## src/rtl/udp_reset_sequencer.sv

```systemverilog
// Reset bring-up sequencer: releases PHY, then MAC, then UDP-stack resets under lock/link supervision.
// Define UDP_RSTSEQ_TIMEOUT_EN to enable the link-wait timeout and retry counter.
module udp_reset_sequencer #(
  parameter int unsigned C_NUM_SYNC_REGS  = 3,
  parameter int unsigned C_STABLE_CYCLES  = 1024,
  parameter int unsigned C_HOLD_CYCLES    = 16,
  parameter int unsigned C_TIMEOUT_CYCLES = 1048576
) (
  input  logic       clk,
  input  logic       reset,
  input  logic       pll_locked,
  input  logic       link_up,
  input  logic       soft_reset,
  output logic       phy_reset,
  output logic       mac_reset,
  output logic       udp_reset,
  output logic       seq_done,
  output logic [2:0] state_out,
  output logic [3:0] retry_count
);

  localparam int unsigned MaxSh  = (C_STABLE_CYCLES > C_HOLD_CYCLES) ? C_STABLE_CYCLES
                                                                     : C_HOLD_CYCLES;
  localparam int unsigned MaxCnt = (C_TIMEOUT_CYCLES > MaxSh) ? C_TIMEOUT_CYCLES : MaxSh;
  localparam int unsigned CntW   = $clog2(MaxCnt) + 1;

  localparam logic [CntW-1:0] HoldLd   = CntW'(C_HOLD_CYCLES - 1);
  localparam logic [CntW-1:0] StableLd = CntW'(C_STABLE_CYCLES - 1);
`ifdef UDP_RSTSEQ_TIMEOUT_EN
  localparam logic [CntW-1:0] LinkLd    = CntW'(C_TIMEOUT_CYCLES - 1);
  localparam logic [CntW-1:0] RelinkMax = CntW'(C_TIMEOUT_CYCLES - C_HOLD_CYCLES);
`else
  localparam logic [CntW-1:0] LinkLd    = HoldLd;
`endif

  typedef enum logic [2:0] {
    StReset    = 3'd0,
    StWaitLock = 3'd1,
    StPhyHold  = 3'd2,
    StWaitLink = 3'd3,
    StMacHold  = 3'd4,
    StUdpHold  = 3'd5,
    StRun      = 3'd6
  } state_e;

  state_e                     state_q, state_d;
  logic [CntW-1:0]            cnt_q, cnt_d;
  logic                       init_q, init_d;
  logic                       relink_q, relink_d;
  logic [C_NUM_SYNC_REGS-1:0] lock_sync_q, link_sync_q;
  logic                       lock_s, link_s, hold_met;
  logic                       phy_reset_q, mac_reset_q, udp_reset_q, seq_done_q;
`ifdef UDP_RSTSEQ_TIMEOUT_EN
  logic [3:0]                 retry_q, retry_d;
`endif

  always_ff @(posedge clk or posedge reset) begin
    if (reset) begin
      lock_sync_q <= '0;
      link_sync_q <= '0;
    end else begin
      lock_sync_q <= {lock_sync_q[C_NUM_SYNC_REGS-2:0], pll_locked};
      link_sync_q <= {link_sync_q[C_NUM_SYNC_REGS-2:0], link_up};
    end
  end

  assign lock_s = lock_sync_q[C_NUM_SYNC_REGS-1];
  assign link_s = link_sync_q[C_NUM_SYNC_REGS-1];

  // After a link drop the MAC reset must stay asserted a full hold time before re-release.
`ifdef UDP_RSTSEQ_TIMEOUT_EN
  assign hold_met = !relink_q || (cnt_q <= RelinkMax);
`else
  assign hold_met = !relink_q || (cnt_q == '0);
`endif

  always_comb begin
    state_d  = state_q;
    cnt_d    = cnt_q;
    init_d   = init_q;
    relink_d = relink_q;
`ifdef UDP_RSTSEQ_TIMEOUT_EN
    retry_d  = retry_q;
`endif
    if ((!lock_s && state_q inside {StPhyHold, StWaitLink, StMacHold, StUdpHold, StRun})
        || soft_reset) begin
      state_d  = StReset;
      cnt_d    = HoldLd;
      init_d   = 1'b0;
      relink_d = 1'b0;
    end else if (!link_s && state_q inside {StMacHold, StUdpHold, StRun}) begin
      state_d  = StWaitLink;
      cnt_d    = LinkLd;
      relink_d = 1'b1;
    end else begin
      unique case (state_q)
        StReset: begin
          // First cycle after hardware reset loads the hold count.
          if (init_q) begin
            cnt_d  = HoldLd;
            init_d = 1'b0;
          end else if (cnt_q == '0) begin
            state_d = StWaitLock;
            cnt_d   = StableLd;
          end else begin
            cnt_d = cnt_q - CntW'(1);
          end
        end
        StWaitLock: begin
          if (!lock_s)              cnt_d   = StableLd;
          else if (cnt_q == '0)     state_d = StPhyHold;
          else                      cnt_d   = cnt_q - CntW'(1);
        end
        StPhyHold: begin
          state_d  = StWaitLink;
          relink_d = 1'b0;
`ifdef UDP_RSTSEQ_TIMEOUT_EN
          cnt_d    = LinkLd;
`endif
        end
        StWaitLink: begin
          if (link_s && hold_met) begin
            state_d  = StMacHold;
            cnt_d    = HoldLd;
            relink_d = 1'b0;
`ifdef UDP_RSTSEQ_TIMEOUT_EN
          end else if (cnt_q == '0) begin
            state_d  = StReset;
            cnt_d    = HoldLd;
            relink_d = 1'b0;
            if (retry_q != 4'hF) retry_d = retry_q + 4'd1;
          end else begin
            cnt_d = cnt_q - CntW'(1);
`else
          end else if (cnt_q != '0) begin
            cnt_d = cnt_q - CntW'(1);
`endif
          end
        end
        StMacHold: begin
          if (cnt_q == '0) state_d = StUdpHold;
          else             cnt_d   = cnt_q - CntW'(1);
        end
        StUdpHold: state_d = StRun;
        StRun:     state_d = StRun;
        default:   state_d = StReset;
      endcase
    end
  end

  always_ff @(posedge clk or posedge reset) begin
    if (reset) begin
      state_q     <= StReset;
      cnt_q       <= '0;
      init_q      <= 1'b1;
      relink_q    <= 1'b0;
      phy_reset_q <= 1'b1;
      mac_reset_q <= 1'b1;
      udp_reset_q <= 1'b1;
      seq_done_q  <= 1'b0;
`ifdef UDP_RSTSEQ_TIMEOUT_EN
      retry_q     <= 4'd0;
`endif
    end else begin
      state_q     <= state_d;
      cnt_q       <= cnt_d;
      init_q      <= init_d;
      relink_q    <= relink_d;
      // Outputs decode the next state so they change on the same edge as state_out.
      phy_reset_q <= (state_d == StReset) || (state_d == StWaitLock);
      mac_reset_q <= !(state_d inside {StMacHold, StUdpHold, StRun});
      udp_reset_q <= !(state_d inside {StUdpHold, StRun});
      seq_done_q  <= (state_d == StRun);
`ifdef UDP_RSTSEQ_TIMEOUT_EN
      retry_q     <= retry_d;
`endif
    end
  end

  assign phy_reset = phy_reset_q;
  assign mac_reset = mac_reset_q;
  assign udp_reset = udp_reset_q;
  assign seq_done  = seq_done_q;
  assign state_out = state_q;
`ifdef UDP_RSTSEQ_TIMEOUT_EN
  assign retry_count = retry_q;
`else
  assign retry_count = 4'd0;
`endif

endmodule
```

## config.mk

```make
export PLATFORM = sky130hd
export DESIGN_NAME = udp_reset_sequencer
export DESIGN_NICKNAME = d
export VERILOG_FILES = /design/src/rtl/udp_reset_sequencer.sv
export SDC_FILE = /design/constraint.sdc
export NUM_CORES = 1
export LEC_CHECK = 0
export BUFFER_PORTS_ARGS = -buffer_cell sky130_fd_sc_hd__buf_2
export CAP_MARGIN = 20
export CORE_MARGIN = 2
export CORE_UTILIZATION = 55
export DETAILED_ROUTE_END_ITERATION = 10
export PLACE_DENSITY = 0.73
export SKIP_CTS_REPAIR_TIMING = 1
export SLEW_MARGIN = 30
export SYNTH_ARGS = -nofsm -noshare
export SYNTH_HDL_FRONTEND = slang
export SYNTH_SLANG_ARGS = --single-unit
```

## constraint.sdc

```tcl
create_clock -name clk -period 6.3 [get_ports clk]
set_input_delay 1.26 -clock clk [delete_from_list [all_inputs] [get_ports clk]]
set_output_delay 1.26 -clock clk [all_outputs]
set_load 0.01 [all_outputs]
```

* Yosys cells after proc, flatten, opt, wreduce, memory -nomap -nowiden *
Cells that the tools add are included.

cells by class
  add/subtract/negate cells = 1
  equality and inequality tests = 13
  muxes and demuxes = 25
  reductions and logical operators = 26

operators with widths
  operator                                                count
  2-to-1 mux 21 bit                                       8
  one-hot mux 21 bit (4 select lines)                     1
  2-to-1 mux 3 bit                                        8
  logical NOT 21 bit                                      1
  nonzero test 21 bit                                     1
  subtractor 21 x 1 -> 21 bit (second input constant)     1
  equality test 3 bit (second input constant)             6
  one-hot mux 3 bit (6 select lines)                      1
  equality test 3 x 1 -> 1 bit (second input constant)    2
  equality test 3 x 2 -> 1 bit (second input constant)    2
  logical NOT 3 bit                                       2
  2-to-1 mux 1 bit                                        6
  AND reduction 2 bit                                     3
  nonzero test 3 bit                                      2
  nonzero test 6 bit                                      1
  logical NOT 1 bit                                       5
  inequality test 5 x 1 -> 1 bit (second input constant)  1
  nonzero test 5 bit                                      1
  inequality test 4 x 1 -> 1 bit (second input constant)  1
  nonzero test 2 bit                                      2
  nonzero test 4 bit                                      1
  logical AND 1 bit                                       3
  logical OR 1 bit                                        3
  inequality test 2 bit (second input constant)           1
  other kinds (2)                                         2

word-level totals
  register bits after elaboration = 36
  input bits = 5
  output and inout bits = 11
  word-level logic and storage cells = 75

* Depth between registers and ports, before layout *
  depth in word-level cells = 10
  mapped depth = 13
  depth with buffers taken out = 13

* Worst setup path after synthesis *
Ideal clock, no wire load.

  kind = input to register
  start point = in soft_reset
  end point = reg cnt_q[2]
  library setup time = 124 ps
  arrival time = 2608 ps
  data required time = 6176 ps
  setup slack = 3568 ps
  stages = 6
  buffers on the path = 0
  cells stage by stage = nor3_1 > a311oi_2 > a21o_1 > a311oi_2 > o21ai_2 > o31a_1

on the way
  cells in the longest elaborated chain, start to end = 3
  elaborated cells on any way between the ends = 5
  those cells by class = 1 x eq/ne; 1 x mux; 3 x reduce/logical

RTL lines
  item                                                                                   line  source
  start, declared                                                                        13    input logic soft_reset,
  logical OR 1 bit *                                                                     86    || soft_reset) begin
  inequality test 5 x 1 -> 1 bit (no line) / nonzero test 6 bit (equally long branches)  -
  AND reduction 2 bit (no line)                                                          -
  end signal, assigned                                                                   166   cnt_q <= cnt_d;
  end, declared                                                                          47    logic [CntW-1:0] cnt_q, cnt_d;

Mark *: on every way between the ends. The rest lies on a longest branch, timed or not.
A chain may end at the register's enable or synchronous reset.

* Final worst setup path *
Ends and elaborated chain as after synthesis.

==> key figures <==
Global route
  – Vias in the first global route: 2063
  – First-pass GRT wire length: 10100 um
  – Largest net degree at the start of global routing: 37
  – GR Layer Usage met2: 39.5%
  – Total gr overflow: 0
  – GR peak layer: met2
  – GR Layer Usage met3: 5.34%
  – GRT Util Overall: 25.4%
  – Grt met1 use: 35.1%
  – Initial antenna violation count: 0

Cells and area
  – Final core occ: 60.6%
  – Fraction of layout cells with a size suffix above 1: 16.0%
  – ANT cells: 0
  – Fin nets: 300
  – Area Growth Syn to Fin: 5.84%

CTS
  – CTS Root Cell: clkbuf_8
  – Clock sinks: 36
  – Clock transition at path regs: 0.08 ns
  – CTS max path bufs: 2
  – Cts bufs inserted: 5
  – Worst skew pair latency: 0.29 ns
  – CTS tree: done
  – H-tree depth: 2

Timing
  – Fin. Hold Viols: 0
  – Fin Clk Skew: 0.00985 ns
  – Setup violators final: 0
  – Relative slew slack: 53.5%
  – Fmax: 352 MHz
  – Share of the clock period used by the worst path: 45.1%
  – Slew Limit Fails: 0
  – Minimum clock period after layout: 2.84 ns
  – Slew of the pin with the lowest slew margin: 0.697 ns
  – RSZ-0062 raised after global routing: false
  – Setup TNS: 0 ns

Synthesis
  – Yosys warnings: 0
  – Post-synth EDFFs: 0
  – Register area share after synthesis: 36.1%
  – Post-synth ARST share: 100%
  – Synthesized flop and latch total: 36
  – Number of distinct library cells after synthesis: 73
  – Netlist Area Pre-Place: 2510 um^2
  – Ranking of synthesized cells by area: dfrtp_1 (32%), nand2_1 (4.6%), a21oi_1 (4.6%), dfstp_2 (4.2%), nor2_1 (3.3%)
  – Cells after Synth: 285
  – Post-Syn Area per Cell: 8.80 um^2
  – Area leader, netlist: dfrtp_1
  – Yosys top cell area share: 31.9%
  – Main synth FF type: dfrtp_1

Worst setup path
  – Worst EP required: 6.48 ns
  – CP max FO: 7
  – Slowest stage delay, CP: 0.45 ns
  – Crit end category: register
  – Slowest CP cell: a311oi_2
  – CP dominant cell by count: a311oi_2
  – Crit path max-delay family: compound AO/OA/AOI/OAI gates
  – Critical path class: in2reg
  – Critical path, cell by cell: buf_2, nor3_1, a311oi_2, a21o_1, a311oi_2, o21ai_2, o31a_1
  – Buf/Inv on CP: 1
  – Critical Path Source Type: primary input
  – Crit path arrival time: 3.03 ns

Power and ir drop
  – Combinational power share: 8.9%
  – Clock group share of total power: 37.2%
  – Cell area power density: 174 nW/um^2
  – Sw power: 119 uW
  – P_leak: 1.14 nW
  – Net Sw Frac: 25.8%
  – Reg power frac: 53.9%
  – VDD IR max: 0.112 mV
  – Cell internal pwr: 342 uW

Hold path
  – Worst Hold Class: reg2reg

Floorplan
  – Number of core rows: 24
  – Total core area: 4380 um^2
  – Die X: 71.5 um
  – Die area: 5120 um^2
  – Ports: 16
  – Initial Util: 57.2%
  – Die Y: 71.5 um

Placement
  – IO Port Bufs: 11
  – GPL Wtd Cong: 0.912
  – DP HPWL: 4390 um

Flow run
  – # Max-Cap Violations: 0

Detailed routing
  – 1st-pass router iterations: 4
  – DR vias: 2230
  – DRT Wirelength: 6080 um
  – Initial DRC Count: 136
  – Routed wire length per instance: 17.6 um
  – Final ANT Viol Nets: 0
  – Via-to-Cell Ratio: 6.45
  – Residual DRC: 0

Status
  – Status: finished clean
==> synth_stat cells, drive strengths merged, types with 6 or more instances <==
master / number
inv: 11
o21ai: 23
a21oi: 24
nor2: 25
buf: 10
nand3: 6
nand2: 32
nor3: 14
a311oi: 6
nand4: 6
dfrtp: 32
==> sequential cells by signal (all words and copies together) (netlist names) <==
| register | count |
|---|---|
| cnt_q | 21 |
| init_q | 1 |
| link_sync_q | 3 |
| lock_sync_q | 3 |
| mac_reset | 1 |
| phy_reset | 1 |
| relink_q | 1 |
| seq_done | 1 |
| state_out | 3 |
| udp_reset | 1 |
==> logic make-up (layout without fill, tap and decap cells) <==
group           count (synthesis)  count (layout)  share of synthesized area, %
flops                          36              36                          36.1
fa+ha+maj                       2               2                         0.997
simple gates                  119             119                          27.7
compound gates                 98              98                          28.5
xor+xnor                        4               4                          1.40
other cells                     1               4                         0.149
buf+inv                        25              31                          5.09
==> path summary, 6_finish.rpt <==
| check | from | to | slack (ns) | depth (start not counted) |
|---|---|---|---|---|
| worst max-delay path | soft_reset | cnt_q[2] | 3.46 | 7 |
| worst min-delay path | lock_sync_q[1] | lock_sync_q[2] | 0.36 | 0 |
| worst max register to register | cnt_q[0] | cnt_q[0] | 3.48 | 13 |
| worst min register to register | lock_sync_q[1] | lock_sync_q[2] | 0.36 | 0 |
| max in group asynchronous | reset | udp_reset | 4.90 | 3 |
| min in group asynchronous | reset | relink_q | 1.06 | 3 |
==> cells in the final DEF (no fill, tap or decap), types with 3 or more instances in the layout <==
master    Yosys  routed
nand4_1       5       5
o22ai_1       4       4
dfrtp_1      32      32
a22oi_1       3       3
o21ai_1       6       6
nor3_4        3       3
and3_1        4       4
nor2_1       22      22
a311oi_1      4       4
nor3_1       11      11
buf_2         3      11
clkbuf_8      0       6
conb_1        1       4
nand2_1      31      31
o31ai_1       4       4
o21ai_0      15      15
nor4_1        3       3
nand3_1       6       6
nor2b_1       3       3
o21a_1        3       3
nand3b_1      5       5
a211oi_1      4       4
dfstp_2       4       4
inv_1        10      10
a21oi_1      23      23
nand2b_1      4       4
a21o_1        3       3
==> per-layer routing <==
metal / part of all wire, % / wire length [um] / up-vias
met3: 5.9 / 357 / 12
met4: 2.0 / 121 / 0
li1: - / - / 1087
met5: 0 / 0 / -
met2: 48 / 2890 / 70
met1: 45 / 2710 / 1061
==> layout make-up <==
type | count | area (um^2)
tap | 52 | 65.1
clock inverter | 1 | 7.51
sequential | 36 | 906
multi-input combinational | 227 | 1490
timing repair buffer | 12 | 62.6
fill | 377 | 1730
inverter | 11 | 41.3
clock buffer | 7 | 86.3
==> metrics by stage <==
stage,area (um^2),hold slack (ns),setup slack (ns),total power [mW],instances
floorplan,2520,0.331,3.57,0.284,288
global placement,2560,0.334,3.21,0.292,338
detailed placement,2560,0.346,3.17,0.293,338
CTS,2660,0.362,3.48,0.466,346
global route,2660,0.365,3.25,0.482,346
finish,2660,0.356,3.46,0.461,346
==> worst register-to-register path, delay by kind of cell, from the launching register on <==
kind	cells	cell delay, ns
AOI/OAI and AO/OA	4	0.37
buffers and inverters	2	0.29
adders and majority gates	2	0.52
and+or+nand+nor	5	1.06
DFF	1	0.46
==> power groups by stage <==
| stage | registers (mW) | logic [mW] | clock network, mW |
|---|---|---|---|
| floorplan | 0.246 | 0.0379 | 0 |
| global placement | 0.252 | 0.0399 | 0 |
| detailed placement | 0.253 | 0.0407 | 0 |
| CTS | 0.248 | 0.0409 | 0.177 |
| global route | 0.250 | 0.0464 | 0.186 |
| finish | 0.248 | 0.0409 | 0.172 |
Note: power is estimated with default switching activity, not from simulation.
